$ cat src/rtl/leaf_user_fifo_bank.sv
// leaf_user_fifo_bank
// Buffers user channels between the leaf interface and an HLS kernel.
// Each input channel (leaf -> kernel) and output channel (kernel -> leaf)
// gets an independent first-word-fall-through FIFO, a level output and a
// saturating word counter. The bank also drives the kernel's ap_start,
// either tied high after reset or gated on every input channel having
// received at least one word.

// One FIFO channel: register-array storage, FWFT head, level, word counter.
module leaf_user_fifo_chan #(
    parameter int PAYLOAD_BITS = 32,
    parameter int DEPTH_LOG2   = 4,
    parameter int CNT_BITS     = 16,
    // 0: count words pushed on the write side; 1: count words popped
    parameter bit COUNT_ON_POP = 1'b0
) (
    input  logic                    clk,
    input  logic                    ap_rst_n,
    input  logic                    flush,
    input  logic                    enable,
    input  logic [PAYLOAD_BITS-1:0] wr_data,
    input  logic                    wr_valid,
    output logic                    wr_ready,
    output logic [PAYLOAD_BITS-1:0] rd_data,
    output logic                    rd_valid,
    input  logic                    rd_ready,
    output logic [DEPTH_LOG2:0]     level,
    output logic [CNT_BITS-1:0]     word_cnt,
    output logic                    push
);

    localparam int DEPTH = 1 << DEPTH_LOG2;

    localparam logic [DEPTH_LOG2:0]   LVL_FULL = {1'b1, {DEPTH_LOG2{1'b0}}};
    localparam logic [DEPTH_LOG2:0]   LVL_ONE  = (DEPTH_LOG2 + 1)'(1);
    localparam logic [DEPTH_LOG2-1:0] PTR_ONE  = DEPTH_LOG2'(1);
    localparam logic [CNT_BITS-1:0]   CNT_ONE  = CNT_BITS'(1);
    localparam logic [CNT_BITS-1:0]   CNT_MAX  = {CNT_BITS{1'b1}};

    logic [PAYLOAD_BITS-1:0] mem_q [0:DEPTH-1];

    logic [DEPTH_LOG2-1:0] wr_ptr_q, wr_ptr_d;
    logic [DEPTH_LOG2-1:0] rd_ptr_q, rd_ptr_d;
    logic [DEPTH_LOG2:0]   level_q, level_d;
    logic [CNT_BITS-1:0]   cnt_q, cnt_d;
    logic                  pop;
    logic                  count_evt;

    // Handshakes depend on registered state only; flush blocks both sides.
    always_comb begin
        wr_ready  = enable && !flush && (level_q != LVL_FULL);
        rd_valid  = !flush && (level_q != '0);
        rd_data   = mem_q[rd_ptr_q];
        push      = wr_valid && wr_ready;
        pop       = rd_valid && rd_ready;
        count_evt = COUNT_ON_POP ? pop : push;
        level     = level_q;
        word_cnt  = cnt_q;
    end

    // Next-state for pointers, level and counter; flush clears everything.
    always_comb begin
        wr_ptr_d = wr_ptr_q;
        rd_ptr_d = rd_ptr_q;
        level_d  = level_q;
        cnt_d    = cnt_q;
        if (flush) begin
            wr_ptr_d = '0;
            rd_ptr_d = '0;
            level_d  = '0;
            cnt_d    = '0;
        end else begin
            if (push) begin
                wr_ptr_d = wr_ptr_q + PTR_ONE;
            end
            if (pop) begin
                rd_ptr_d = rd_ptr_q + PTR_ONE;
            end
            case ({push, pop})
                2'b10:   level_d = level_q + LVL_ONE;
                2'b01:   level_d = level_q - LVL_ONE;
                default: level_d = level_q;
            endcase
            if (count_evt && (cnt_q != CNT_MAX)) begin
                cnt_d = cnt_q + CNT_ONE;
            end
        end
    end

    // Control state registers.
    always_ff @(posedge clk or negedge ap_rst_n) begin
        if (!ap_rst_n) begin
            wr_ptr_q <= '0;
            rd_ptr_q <= '0;
            level_q  <= '0;
            cnt_q    <= '0;
        end else begin
            wr_ptr_q <= wr_ptr_d;
            rd_ptr_q <= rd_ptr_d;
            level_q  <= level_d;
            cnt_q    <= cnt_d;
        end
    end

    // Storage write; contents are never reset, pointers decide what is live.
    always_ff @(posedge clk) begin
        if (push) begin
            mem_q[wr_ptr_q] <= wr_data;
        end
    end

endmodule

// Bank top: replicates the channel FIFO and generates kernel_start.
module leaf_user_fifo_bank #(
    parameter int PAYLOAD_BITS  = 32,
    parameter int NUM_IN_PORTS  = 2,
    parameter int NUM_OUT_PORTS = 1,
    parameter int DEPTH_LOG2    = 4,
    parameter int CNT_BITS      = 16,
    parameter int START_MODE    = 0
) (
    input  logic                                    clk,
    input  logic                                    ap_rst_n,
    input  logic                                    flush,
    input  logic [NUM_IN_PORTS*PAYLOAD_BITS-1:0]    ifc_in_data,
    input  logic [NUM_IN_PORTS-1:0]                 ifc_in_valid,
    output logic [NUM_IN_PORTS-1:0]                 ifc_in_ready,
    output logic [NUM_IN_PORTS*PAYLOAD_BITS-1:0]    krn_in_data,
    output logic [NUM_IN_PORTS-1:0]                 krn_in_valid,
    input  logic [NUM_IN_PORTS-1:0]                 krn_in_ready,
    input  logic [NUM_OUT_PORTS*PAYLOAD_BITS-1:0]   krn_out_data,
    input  logic [NUM_OUT_PORTS-1:0]                krn_out_valid,
    output logic [NUM_OUT_PORTS-1:0]                krn_out_ready,
    output logic [NUM_OUT_PORTS*PAYLOAD_BITS-1:0]   ifc_out_data,
    output logic [NUM_OUT_PORTS-1:0]                ifc_out_valid,
    input  logic [NUM_OUT_PORTS-1:0]                ifc_out_ready,
    output logic [NUM_IN_PORTS*(DEPTH_LOG2+1)-1:0]  in_level,
    output logic [NUM_OUT_PORTS*(DEPTH_LOG2+1)-1:0] out_level,
    output logic [NUM_IN_PORTS*CNT_BITS-1:0]        in_word_cnt,
    output logic [NUM_OUT_PORTS*CNT_BITS-1:0]       out_word_cnt,
    output logic                                    kernel_start
);

    localparam int LW = DEPTH_LOG2 + 1;

    // alive_q holds readies low through reset/flush and for no longer.
    logic                    alive_q, alive_d;
    logic [NUM_IN_PORTS-1:0] seen_q, seen_d;
    logic                    kernel_start_q, kernel_start_d;
    logic [NUM_IN_PORTS-1:0] in_push;
    logic [NUM_OUT_PORTS-1:0] out_push_unused;

    genvar gi;

    generate
        for (gi = 0; gi < NUM_IN_PORTS; gi++) begin : g_in
            leaf_user_fifo_chan #(
                .PAYLOAD_BITS (PAYLOAD_BITS),
                .DEPTH_LOG2   (DEPTH_LOG2),
                .CNT_BITS     (CNT_BITS),
                .COUNT_ON_POP (1'b0)
            ) u_chan (
                .clk      (clk),
                .ap_rst_n (ap_rst_n),
                .flush    (flush),
                .enable   (alive_q),
                .wr_data  (ifc_in_data[gi*PAYLOAD_BITS +: PAYLOAD_BITS]),
                .wr_valid (ifc_in_valid[gi]),
                .wr_ready (ifc_in_ready[gi]),
                .rd_data  (krn_in_data[gi*PAYLOAD_BITS +: PAYLOAD_BITS]),
                .rd_valid (krn_in_valid[gi]),
                .rd_ready (krn_in_ready[gi]),
                .level    (in_level[gi*LW +: LW]),
                .word_cnt (in_word_cnt[gi*CNT_BITS +: CNT_BITS]),
                .push     (in_push[gi])
            );
        end

        for (gi = 0; gi < NUM_OUT_PORTS; gi++) begin : g_out
            leaf_user_fifo_chan #(
                .PAYLOAD_BITS (PAYLOAD_BITS),
                .DEPTH_LOG2   (DEPTH_LOG2),
                .CNT_BITS     (CNT_BITS),
                .COUNT_ON_POP (1'b1)
            ) u_chan (
                .clk      (clk),
                .ap_rst_n (ap_rst_n),
                .flush    (flush),
                .enable   (alive_q),
                .wr_data  (krn_out_data[gi*PAYLOAD_BITS +: PAYLOAD_BITS]),
                .wr_valid (krn_out_valid[gi]),
                .wr_ready (krn_out_ready[gi]),
                .rd_data  (ifc_out_data[gi*PAYLOAD_BITS +: PAYLOAD_BITS]),
                .rd_valid (ifc_out_valid[gi]),
                .rd_ready (ifc_out_ready[gi]),
                .level    (out_level[gi*LW +: LW]),
                .word_cnt (out_word_cnt[gi*CNT_BITS +: CNT_BITS]),
                .push     (out_push_unused[gi])
            );
        end
    endgenerate

    // Start gating: seen flags include this cycle's push so the start flop
    // rises on the edge right after the last channel's first word.
    always_comb begin
        alive_d        = !flush;
        seen_d         = flush ? '0 : (seen_q | in_push);
        kernel_start_d = 1'b0;
        if (!flush) begin
            if (START_MODE == 0) begin
                kernel_start_d = 1'b1;
            end else begin
                kernel_start_d = kernel_start_q || (&seen_d);
            end
        end
        kernel_start = kernel_start_q;
    end

    // Bank-level state registers.
    always_ff @(posedge clk or negedge ap_rst_n) begin
        if (!ap_rst_n) begin
            alive_q        <= 1'b0;
            seen_q         <= '0;
            kernel_start_q <= 1'b0;
        end else begin
            alive_q        <= alive_d;
            seen_q         <= seen_d;
            kernel_start_q <= kernel_start_d;
        end
    end

endmodule

$ cat config.mk
export PLATFORM = sky130hd
export DESIGN_NAME = leaf_user_fifo_bank
export DESIGN_NICKNAME = d
export VERILOG_FILES = /design/src/rtl/leaf_user_fifo_bank.sv
export SDC_FILE = /design/constraint.sdc
export NUM_CORES = 1
export LEC_CHECK = 0
export CAP_MARGIN = 40
export CORE_MARGIN = 2
export CORE_UTILIZATION = 47
export CTS_BUF_LIST = sky130_fd_sc_hd__clkbuf_8 sky130_fd_sc_hd__clkbuf_16
export CTS_CLUSTER_DIAMETER = 100
export DETAILED_ROUTE_END_ITERATION = 10
export PLACE_DENSITY = 0.76
export SLEW_MARGIN = 20
export SYNTH_ARGS = -nofsm -noshare
export SYNTH_HDL_FRONTEND = slang
export SYNTH_SLANG_ARGS = --single-unit
$ cat constraint.sdc
create_clock -name clk -period 6.1 [get_ports clk]
set_clock_uncertainty 0.05 [all_clocks]
set_input_delay 1.525 -clock clk [delete_from_list [all_inputs] [get_ports clk]]
set_output_delay 1.525 -clock clk [all_outputs]
set_load 0.02 [all_outputs]
==> results by group, run 1 <==
Power
  • Clock power share: 0.359
  • Leak: between 20 and 25 nW
  • Reg power frac: 0.473
  • Power Density: 359 nW/µm²
  • Sw Ratio: 0.247
  • Switch Pwr: roughly 6.6 mW
  • VDD IR max: roughly 320 µV
  • Logic gate share of total power: 0.168
  • Int Power: 20.0 mW

Drt
  • DRT iter0 DRCs: about 3300
  • DR WL/cell: 28.7 µm
  • Detail Route Antenna Nets: 0
  • Vias: 30200
  • DRC errors left: 0
  • Final wirelength: roughly 150 mm
  • DR pass1 iterations: 5
  • Avg Vias per Cell: approximately 6.0

Synthesis
  • Post-synth cell types: 68
  • EDFF count, synth: between 1500 and 2000
  • Mapped Cells: 2743
  • Yosys warns: 0
  • Ys flop type: edfxtp_1
  • Seq/Total Area, Yosys: 0.767
  • Synthesized area: between 60000 and 70000 µm²
  • Ys async rst share: 0.0542
  • Seq cells post-synth: around 1600
  • Average cell area after synthesis: 23.0 µm²
  • Mapped Nets: 2878

Worst setup path
  • Worst Path Buf+Inv: 2
  • Slowest stage delay, CP: 0.89 ns
  • Worst EP required: 4.53 ns
  • Critical Path Most Common Cell: mux4_2
  • CP max-delay cell: dfrtp_4
  • Worst Path Arrival: a little under 4 ns
  • CP delay by family, top: multiplexers
  • Crit path cell chain: buf_4, mux4_2, mux4_2, clkdlybuf4s50_1
  • Critical path type: register to primary output
  • Crit-path max FO: 33
  • Startpoint Class: register
  • Critical path endpoint category: primary output

Die
  • Die X: between 300 and 400 µm
  • Die height: ~370 µm
  • Io pins: between 200 and 300
  • Die area: roughly 140000 µm²
  • Row Count: around 130
  • Initial Utilization: 0.473
  • Core Area: about 130000 µm²

Cells and area
  • Nets@finish: roughly 3300
  • Area growth from synthesis to layout: 17.5%
  • Share of post-route cells with drive strength above 1: 0.278
  • Design area: around 74000 µm²
  • Non-filler cells, final: between 5000 and 6000
  • Final core utilization: 0.556

Timing
  • Worst slew pin tran: between 0.8 and 0.9 ns
  • Max-slew violation total from the final report: 0
  • Final Hold Vio Count: 0
  • Period utilisation layout: 0.896
  • Hold slack: approximately 0.53 ns
  • Max Clock Freq: 183 MHz
  • Tmin final: ~5.5 ns
  • Setup violators final: 0
  • Worst slew margin: 0.430
  • Setup TNS: 0 ns
  • Unrepaired setup endpoints after global routing: no

Clock tree
  • Clock sink total: about 1600
  • # hold bufs at CTS: 0
  • Post-CTS Setup Inserts: 0
  • Clock Pin Slew Worst Setup and Hold Paths: 0.06 ns
  • TritonCTS clock tree: yes
  • TritonCTS Buffers: between 150 and 200
  • CTS H-tree depth: 4
  • Maximum clock insertion buffer count: 3
  • Clk_lat worst skew: around 0.8 ns
  • Post-CTS Resized: 0
  • Clock Tree Root: clkbuf_16

GRT
  • Total GRT Usage: 0.214
  • Vias in the first global route: approximately 31000
  • Largest net degree at the start of global routing: 79
  • GRT overflow: 0
  • Antenna violations before repair: 19
  • Global-route wire length before repair: between 200 and 250 mm

Place
  • Post-DP HPWL: between 80 and 90 mm
  • Placed cell areas: between 60000 and 70000 µm²
  • Placed cell count: 4753
  • GP Congestion: ~0.8
  • Port buffer count: between 200 and 300

Status
  • Status: completed

Run
  • Max Cap Viol: 0

Worst hold path
  • Hold Crit Class: register to register
-- final timing paths --
check,start,to,slack [ns],cells past startpoint
worst max-delay path,g_out[0].u_chan.rd_ptr_q[0],ifc_out_data[30],0.63,4
worst min-delay path,g_in[1].u_chan.word_cnt[13],g_in[1].u_chan.word_cnt[13],0.53,2
worst max register to register,alive_q,g_in[1].u_chan.mem_q[14][23],2.58,4
worst min register to register,g_in[1].u_chan.word_cnt[13],g_in[1].u_chan.word_cnt[13],0.53,2
max in group asynchronous,ap_rst_n,g_in[1].u_chan.rd_ptr_q[1],4.31,3
min in group asynchronous,ap_rst_n,g_in[0].u_chan.level[1],0.61,1
-- layer usage --
metal  global-route usage  wire (µm)  vias to the layer above
li1                     -          -                    12400
met1                0.280      54900                    16000
met2                0.344      71600                     1510
met3               0.0636      14300                      263
met4               0.0745       4270                       26
met5                    0        174                        -
-- cell type report --
class / instances / area, µm²
fill: 9475 / 59200
sequential: 1624 / 48400
multi-input combinational: 952 / 14100
timing repair buffer: 384 / 4160
clock buffer: 166 / 4120
tap: 1768 / 2210
clock inverter: 130 / 1020
inverter: 27 / 101
antenna: 7 / 17.5
-- placed cells by master (no fill, tap or decap), types with 13 or more instances in the layout --
cell type,n
edfxtp_1,1536
mux4_2,480
clkdlybuf4s50_1,268
clkbuf_16,163
dfrtp_1,76
buf_4,74
nor2_1,72
inv_1,64
nand2_1,47
nand3_1,34
xor2_1,34
and2_2,31
clkinv_2,30
clkinv_1,29
buf_12,28
ha_1,27
a21oi_1,24
xnor2_1,22
nand4_1,17
buf_16,13
-- power groups by stage --
stage               Combinational, mW  Sequential [mW]  Clock (mW)
CTS                              4.52             12.6        9.68
detailed placement               4.48             12.8           0
finish                           4.45             12.6        9.55
floorplan                        3.09             12.7           0
global placement                 4.40             12.8           0
global route                     4.73             12.6        10.1
-- cell usage after synthesis, types with 5 or more instances --
| library cell | n | area, µm² |
|---|---|---|
| a211oi_1 | 12 | 90.1 |
| a21oi_1 | 24 | 120 |
| and2_1 | 33 | 206 |
| and3_1 | 11 | 68.8 |
| and4_1 | 14 | 123 |
| buf_1 | 16 | 60.1 |
| buf_2 | 46 | 230 |
| buf_4 | 5 | 37.5 |
| clkbuf_1 | 68 | 255 |
| dfrtp_1 | 88 | 2200 |
| edfxtp_1 | 1536 | 46100 |
| ha_1 | 27 | 338 |
| inv_1 | 26 | 97.6 |
| mux2_2 | 7 | 78.8 |
| mux4_2 | 480 | 10800 |
| nand2_1 | 47 | 176 |
| nand3_1 | 34 | 170 |
| nand4_1 | 17 | 106 |
| nor2_1 | 72 | 270 |
| nor2b_1 | 7 | 43.8 |
| nor3_1 | 12 | 60.1 |
| nor4_1 | 5 | 31.3 |
| o21ai_0 | 11 | 55.1 |
| xnor2_1 | 22 | 193 |
| xor2_1 | 34 | 298 |
-- worst reg2reg max path, delay by kind of cell (launching register included) --
kind                   cells  cell delay, ns
AOI/OAI and AO/OA          1            0.80
and+or+nand+nor            2            1.38
buffers and inverters      1            0.43
DFF                        1            0.51
-- kinds of logic (layout without fill, tap and decap cells) --
kind of cell	Yosys count	after routing	synth area share
other	0	7	0
DFF	1624	1624	0.767
and+or+nand+nor	285	285	0.0246
buffers and inverters	167	707	0.0115
adders and majority gates	30	30	0.00631
AOI/OAI and AO/OA	90	90	0.00992
muxes	491	491	0.173
xor gates and xnor gates	56	56	0.00778
-- metrics by stage --
stage | setup slack [ns] | total power, mW
after floorplan | 1.92 | 15.7
after global placement | 1.04 | 17.2
after detailed placement | 1.01 | 17.3
after CTS | 0.544 | 26.8
after global routing | 0.452 | 27.4
final | 0.634 | 26.6
-- state kept, by name, indices dropped and copies added (netlist names) --
name	count
g_in.u_chan.mem_q	1024
g_out.u_chan.mem_q	512
g_in.u_chan.word_cnt	32
g_out.u_chan.word_cnt	16
g_in.u_chan.level	10
g_in.u_chan.rd_ptr_q	8
g_in.u_chan.wr_ptr_q	8
g_out.u_chan.level	5
g_out.u_chan.rd_ptr_q	4
g_out.u_chan.wr_ptr_q	4
alive_q	1
(Power assumes the default switching activity.)
==> inputs of run 2 (changes only) <==
- SYNTH_HIERARCHICAL: not set -> 1
==> results by group, run 2 <==
Synthesis
  • Seq/Total Area, Yosys: 0.758
  • Ys flop type: edfxtp_1
  • Top post-synthesis cells by area: edfxtp_1 (72%), mux4_2 (13%), dfrtp_1 (3.5%)
  • Yosys warns: 6
  • Largest area contributor in the netlist: edfxtp_1
  • Seq cells post-synth: 1624
  • Yosys top cell area share: 0.723
  • Commonest cells in the synthesized netlist: edfxtp_1 (1536), mux4_2 (378), mux2i_1 (111)
  • Post-synth cell types: 70
  • Most frequent cell after synthesis: edfxtp_1
  • EDFF count, synth: around 1500
  • Synthesized area: roughly 64000 µm²
  • Mapped Nets: ~3200
  • Mapped Cells: roughly 3000
  • Ys async rst share: 0.0542
  • Average cell area after synthesis: ~21 µm²

Place
  • Setup WS pre-CTS: between 1 and 1.5 ns
  • Post-DP HPWL: 84.5 mm
  • GP Congestion: 0.777
  • Port buffer count: 270

Cells and area
  • Register area: between 40000 and 50000 µm²
  • # fillers: about 9900
  • Nets@finish: 3530
  • Biggest register: g_in.u_chan/mem_q
  • Commonest non-fill, non-tap cell in the layout: edfxtp_1
  • Commonest cells after routing, fill and taps aside: edfxtp_1 (1536), mux4_2 (378), clkdlybuf4s50_1 (268)
  • Share of post-route cells with drive strength above 1: 0.230
  • Max reg flops: approximately 1000
  • Area growth from synthesis to layout: 17.0%
  • Multi-input logic area: ~15000 µm²

Worst setup path
  • Worst Path Arrival: slightly below 4 ns
  • Critical path endpoint category: primary output
  • Critical path type: register to primary output
  • Worst EP required: ~4.5 ns
  • Startpoint Class: register
  • Crit-path max FO: roughly 50

Die
  • Io pins: around 270
  • Die area: 139000 µm²
  • Die height: about 370 µm
  • Initial Utilization: 0.472
  • Core Area: between 100000 and 150000 µm²
  • Row Count: ~140
  • Die X: between 300 and 400 µm

Clock tree
  • Post-CTS Setup Inserts: 0
  • Maximum clock insertion buffer count: 3
  • CTS H-tree depth: 4
  • TritonCTS Buffers: ~160
  • Clock Pin Slew Worst Setup and Hold Paths: around 0.06 ns
  • Post-CTS Resized: 0
  • Clock Tree Root: clkbuf_16
  • Clk_lat worst skew: 0.82 ns
  • # hold bufs at CTS: 0
  • Clock sink total: around 1600
  • TritonCTS clock tree: yes

Power
  • Leak: between 20 and 25 nW
  • VDD IR max: 265 µV
  • Pwr Total: 27.0 mW
  • Power Density: around 360 nW/µm²

Drt
  • Detail Route Antenna Nets: 0
  • DRT iter0 DRCs: just under 4000
  • DR WL/cell: 27.3 µm
  • Final wirelength: about 150 mm
  • Avg Vias per Cell: 5.97
  • DRC errors left: 0
  • Vias: roughly 32000
  • DR pass1 iterations: 9

Status
  • Status: completed

Timing
  • Setup TNS: 0 ns
  • Worst slew margin: 0.414
  • Max-slew violation total from the final report: 0
  • Worst slew pin tran: roughly 0.88 ns
  • Max Clock Freq: ~180 MHz
  • Final worst slack: ~0.59 ns
  • Setup violators final: 0
  • Unrepaired setup endpoints after global routing: no
  • Final Hold Vio Count: 0
  • Tmin final: roughly 5.5 ns
  • Period utilisation layout: 0.904

GRT
  • Total GRT Usage: 0.210
  • Largest net degree at the start of global routing: 53
  • Global-route wire length before repair: around 210 mm
  • Antenna violations before repair: 13
  • GRT overflow: 0
  • Vias in the first global route: between 30000 and 40000

Worst hold path
  • Hold Crit Class: register to register

Run
  • Max Cap Viol: 0
run 2: routing by layer:
metal	vias up	part of all wire	GRT usage	wire, µm
li1	13400	-	-	-
met1	16700	0.40	0.283	57800
met2	1382	0.50	0.341	72200
met3	230	0.083	0.0497	12000
met4	14	0.022	0.0641	3220
met5	-	0.00054	0	79
run 2: power breakdown:
group / switching, mW / total [mW] / leakage, nW / internal [mW]
registers: 0.310 / 12.6 / 15.0 / 12.3
clock network: 4.28 / 9.63 / 2.68 / 5.35
logic: 2.25 / 4.72 / 5.84 / 2.47
run 2: per-stage QoR:
step	std cells	utilization	cell area (µm²)	hold WS [ns]
after floorplan	3016	-	63800	0.457
after global placement	4986	0.509	68800	0.500
after detailed placement	5011	0.513	69300	0.520
after CTS	5307	0.552	74500	0.531
after global routing	5312	0.552	74600	0.559
final	5317	0.552	74600	0.531
run 2: cell families (layout without fill, tap and decap cells):
group | Yosys count | count (layout) | share of synthesized area
AOI/OAI and AO/OA | 298 | 298 | 0.0301
xor gates and xnor gates | 25 | 25 | 0.00343
adders and majority gates | 30 | 30 | 0.00624
buffers and inverters | 202 | 713 | 0.0155
DFF | 1624 | 1624 | 0.758
muxes | 536 | 536 | 0.161
other | 0 | 9 | 0
and+or+nand+nor | 301 | 301 | 0.0263
run 2: worst paths after layout:
path / cells after the start / slack, ns / from / endpoint
worst min-delay path: 1 / 0.53 / g_in[1].u_chan/word_cnt[0] / g_in[1].u_chan/word_cnt[0]
min in group asynchronous: 1 / 0.73 / ap_rst_n / g_out[0].u_chan/rd_ptr_q[1]
worst min register to register: 1 / 0.53 / g_in[1].u_chan/word_cnt[0] / g_in[1].u_chan/word_cnt[0]
max in group asynchronous: 2 / 4.10 / ap_rst_n / g_in[0].u_chan/rd_ptr_q[1]
worst max register to register: 6 / 2.62 / alive_q / g_in[0].u_chan/mem_q[3][0]
worst max-delay path: 8 / 0.59 / g_out[0].u_chan/rd_ptr_q[1] / ifc_out_data[28]
run 2: area by class of cell:
cell class | instances | share of cell area
diodes | 9 | 0.000302
clock inverters | 133 | 0.0152
multi-input cells | 1190 | 0.196
well taps | 1781 | 0.0299
repair buffers | 374 | 0.0538
flip-flops and latches | 1624 | 0.648
inverters | 43 | 0.00216
clock buffers | 163 | 0.0547
run 2: critical path, cell delays in order (launching register included):
cell,delay (ns)
dfrtp_4,0.66
buf_4,0.73
nand2_1,0.16
buf_4,0.26
o21ai_0,0.30
a21oi_1,0.11
o21ai_0,0.21
nand2_1,0.10
clkdlybuf4s50_1,0.55
==> RTL change, RTL diff (flow settings as in run 1) <==
`CNT_BITS` is set to 16 in 2 places; all go to 32.
--- a/src/rtl/leaf_user_fifo_bank.sv
+++ b/src/rtl/leaf_user_fifo_bank.sv
@@ -10,7 +10,7 @@
 module leaf_user_fifo_chan #(
     parameter int PAYLOAD_BITS = 32,
     parameter int DEPTH_LOG2   = 4,
-    parameter int CNT_BITS     = 16,
+    parameter int CNT_BITS     = 32,
     // 0: count words pushed on the write side; 1: count words popped
     parameter bit COUNT_ON_POP = 1'b0
 ) (
@@ -117,7 +117,7 @@
     parameter int NUM_IN_PORTS  = 2,
     parameter int NUM_OUT_PORTS = 1,
     parameter int DEPTH_LOG2    = 4,
-    parameter int CNT_BITS      = 16,
+    parameter int CNT_BITS      = 32,
     parameter int START_MODE    = 0
 ) (
     input  logic                                    clk,
Ports: changed (resized in_word_cnt and out_word_cnt); port bits go from 271 to 319. No check against the original RTL was run, so the function may have changed too.
==> RTL change against run 1 <==
Final cell count up 12%; synthesized area is 4.6% higher; critical path type unchanged; critical path depth rose by 2; sequential cell count rose by 48; final area is 4.6% higher; core utilization about the same; worst setup slack better by 0.021 ns; wire length increased by 7.0%; sequential share of layout area shrank 1.3 points; maximum frequency grew 0.39%; total power rose by 1.9%.
==> RTL change: results (changes against run 1) <==
status=finished clean (unchanged); Slowest Stage Delay on Critical Path=0.96 ns (was 0.89 ns); post-CTS sizing=0 (unchanged); pin count of the biggest net entering global routing=81 (was 79); total number of vias=33960 (was 30179); Synth Area in XOR/XNOR=0.438% (was 0.778%); worst skew pair latency=0.82 ns (was 0.80 ns); Cell variety after synth=73 (was 68); Largest register FFs=1024 (unchanged); Hold EP=g_out[0].u_chan.word_cnt[5] (was g_in[1].u_chan.word_cnt[13]); placed cell area=72100 um^2 (was 68900 um^2); wire per inst=27.4 um (was 28.7 um); DP Cell Count=5384 (was 4753); Vias/cell=5.98 (was 5.97); WHS Path Cells=1 (was 2); Reg2Reg Depth=5 (was 4); number of flops mapped to enable cells by yosys=1536 (unchanged); Leakage Power=24.5 nW (was 23.2 nW); vias in the first global route=34783 (was 31340); Num CTS Buffers=166 (was 161); PortBufs=318 (was 270); syn_nets=3392 (was 2878); Starting DRT DRC Count=3614 (was 3313); sequential share of the synthesized area=75.1% (was 76.7%); Final nets=3814 (was 3285); Worst-Margin Slew=0.841 ns (was 0.855 ns); Synth top cells by count=edfxtp_1 (1536), mux4_2 (384), dfrtp_1 (136) (was edfxtp_1 (1536), mux4_2 (480), dfrtp_1 (88)); CTS root buffer=clkbuf_16 (unchanged); post-synthesis mux area share=15.3% (was 17.3%); r2r endpoint=g_in[0].u_chan.mem_q[1][28] (was g_in[1].u_chan.mem_q[14][23]); Async SR Flop Fraction=8.13% (was 5.42%); initial antenna violation count=9 (was 19); Final Wtd Congestion=0.804 (was 0.812); post-synthesis compound-gate area fraction=3.52% (was 0.992%); gr usage total=21.7% (was 21.4%); reg2reg setup slack=2.36 ns (was 2.58 ns); synthesized area per cell=20.3 um^2 (was 23.0 um^2); dpl hpwl=90500 um (was 84500 um); Synth area leaders=edfxtp_1 (70%), mux4_2 (13%), dfrtp_1 (5.2%) (was edfxtp_1 (73%), mux4_2 (17%), dfrtp_1 (3.5%)); switching portion of total power=24.9% (was 24.7%); first-pass GRT wire length=228000 um (was 212000 um); CP Max Fanout=50 (was 33); worst hold start=g_out[0].u_chan.word_cnt[5] (was g_in[1].u_chan.word_cnt[13]); fillers=10131 (was 9475); fraction of layout cells with a size suffix above 1=21.4% (was 27.8%); Max VDD drop=0.267 mV (was 0.319 mV)
[RTL change: cell types whose count changed after synthesis, moves of 17 or more]
cell	before	now
dfrtp_1	88	136
a22oi_1	1	32
or4_1	4	25
nand2_1	47	103
a221oi_1	0	64
or3_1	3	34
clkbuf_1	68	97
mux2i_1	4	130
xor2_1	34	17
o21ai_0	11	74
mux4_2	480	384
o31ai_1	3	28
a21oi_1	24	73
[RTL change: metal layers]
| layer | track usage [%] | part of all wire, % | vias to the layer above |
|---|---|---|---|
| met5 | 0 | 0.055 | - |
| met4 | 7.44 | 3.1 | 14 |
| met3 | 5.77 | 8.5 | 293 |
| met2 | 34.9 | 49 | 1427 |
| met1 | 28.8 | 40 | 17779 |
| li1 | - | - | 14447 |
[RTL change: metrics by stage]
stage	hold slack, ns	worst slack, ns	total power, mW
2_1_floorplan	0.506	1.69	16.0
3_3_place_gp	0.489	1.18	17.5
3_5_place_dp	0.506	1.19	17.6
4_1_cts	0.523	0.495	27.3
5_1_grt	0.550	0.395	28.0
6_report	0.518	0.655	27.1
[RTL change: final cells by class]
type	instances	area (um^2)	share of cell area, %
sequential	1672	49600	64.0
multi-input combinational	1378	15700	20.2
timing repair buffer	427	4500	5.81
clock buffer	174	4290	5.53
tap	1876	2350	3.03
clock inverter	117	962	1.24
inverter	34	128	0.165
antenna	2	5.00	0.00646
[RTL change: kinds of logic after synthesis]
kind of cell	after synthesis
buffers and inverters	207
multiplexers	528
AND/OR/NAND/NOR	445
XOR/XNOR	33
AO/OA/AOI/OAI	342
adder cells (fa/ha/maj)	30
flip-flops	1672
[RTL change: power by group through the flow]
stage | combinational (mW) | sequential, mW | clock (mW)
final | 4.41 | 12.9 | 9.77
after global routing | 4.70 | 12.9 | 10.4
after CTS | 4.47 | 12.9 | 9.92
after detailed placement | 4.43 | 13.2 | 0
after global placement | 4.37 | 13.2 | 0
after floorplan | 3.05 | 13.0 | 0
[RTL change: how the worst max path moves through the flow]
| stage | slack, ns | startpoint | end | cells past startpoint |
|---|---|---|---|---|
| after floorplan | 1.69 | flush | krn_in_valid[0] | 6 |
| after global placement | 1.18 | flush | ifc_in_ready[0] | 4 |
| after detailed placement | 1.19 | flush | ifc_in_ready[0] | 4 |
| after CTS | 0.49 | g_in[0].u_chan.rd_ptr_q[0] | krn_in_data[30] | 6 |
| after global routing | 0.39 | g_in[0].u_chan.rd_ptr_q[0] | krn_in_data[30] | 6 |
| final | 0.66 | g_in[0].u_chan.rd_ptr_q[0] | krn_in_data[30] | 6 |
[RTL change: worst max-delay path, delay by kind of cell, from the launching register on]
kind / cells / cell delay [ns]
buffers and inverters: 2 / 1.06
flip-flops: 1 / 0.96
AO/OA/AOI/OAI: 2 / 0.66
AND/OR/NAND/NOR: 1 / 0.21
multiplexers: 1 / 0.13
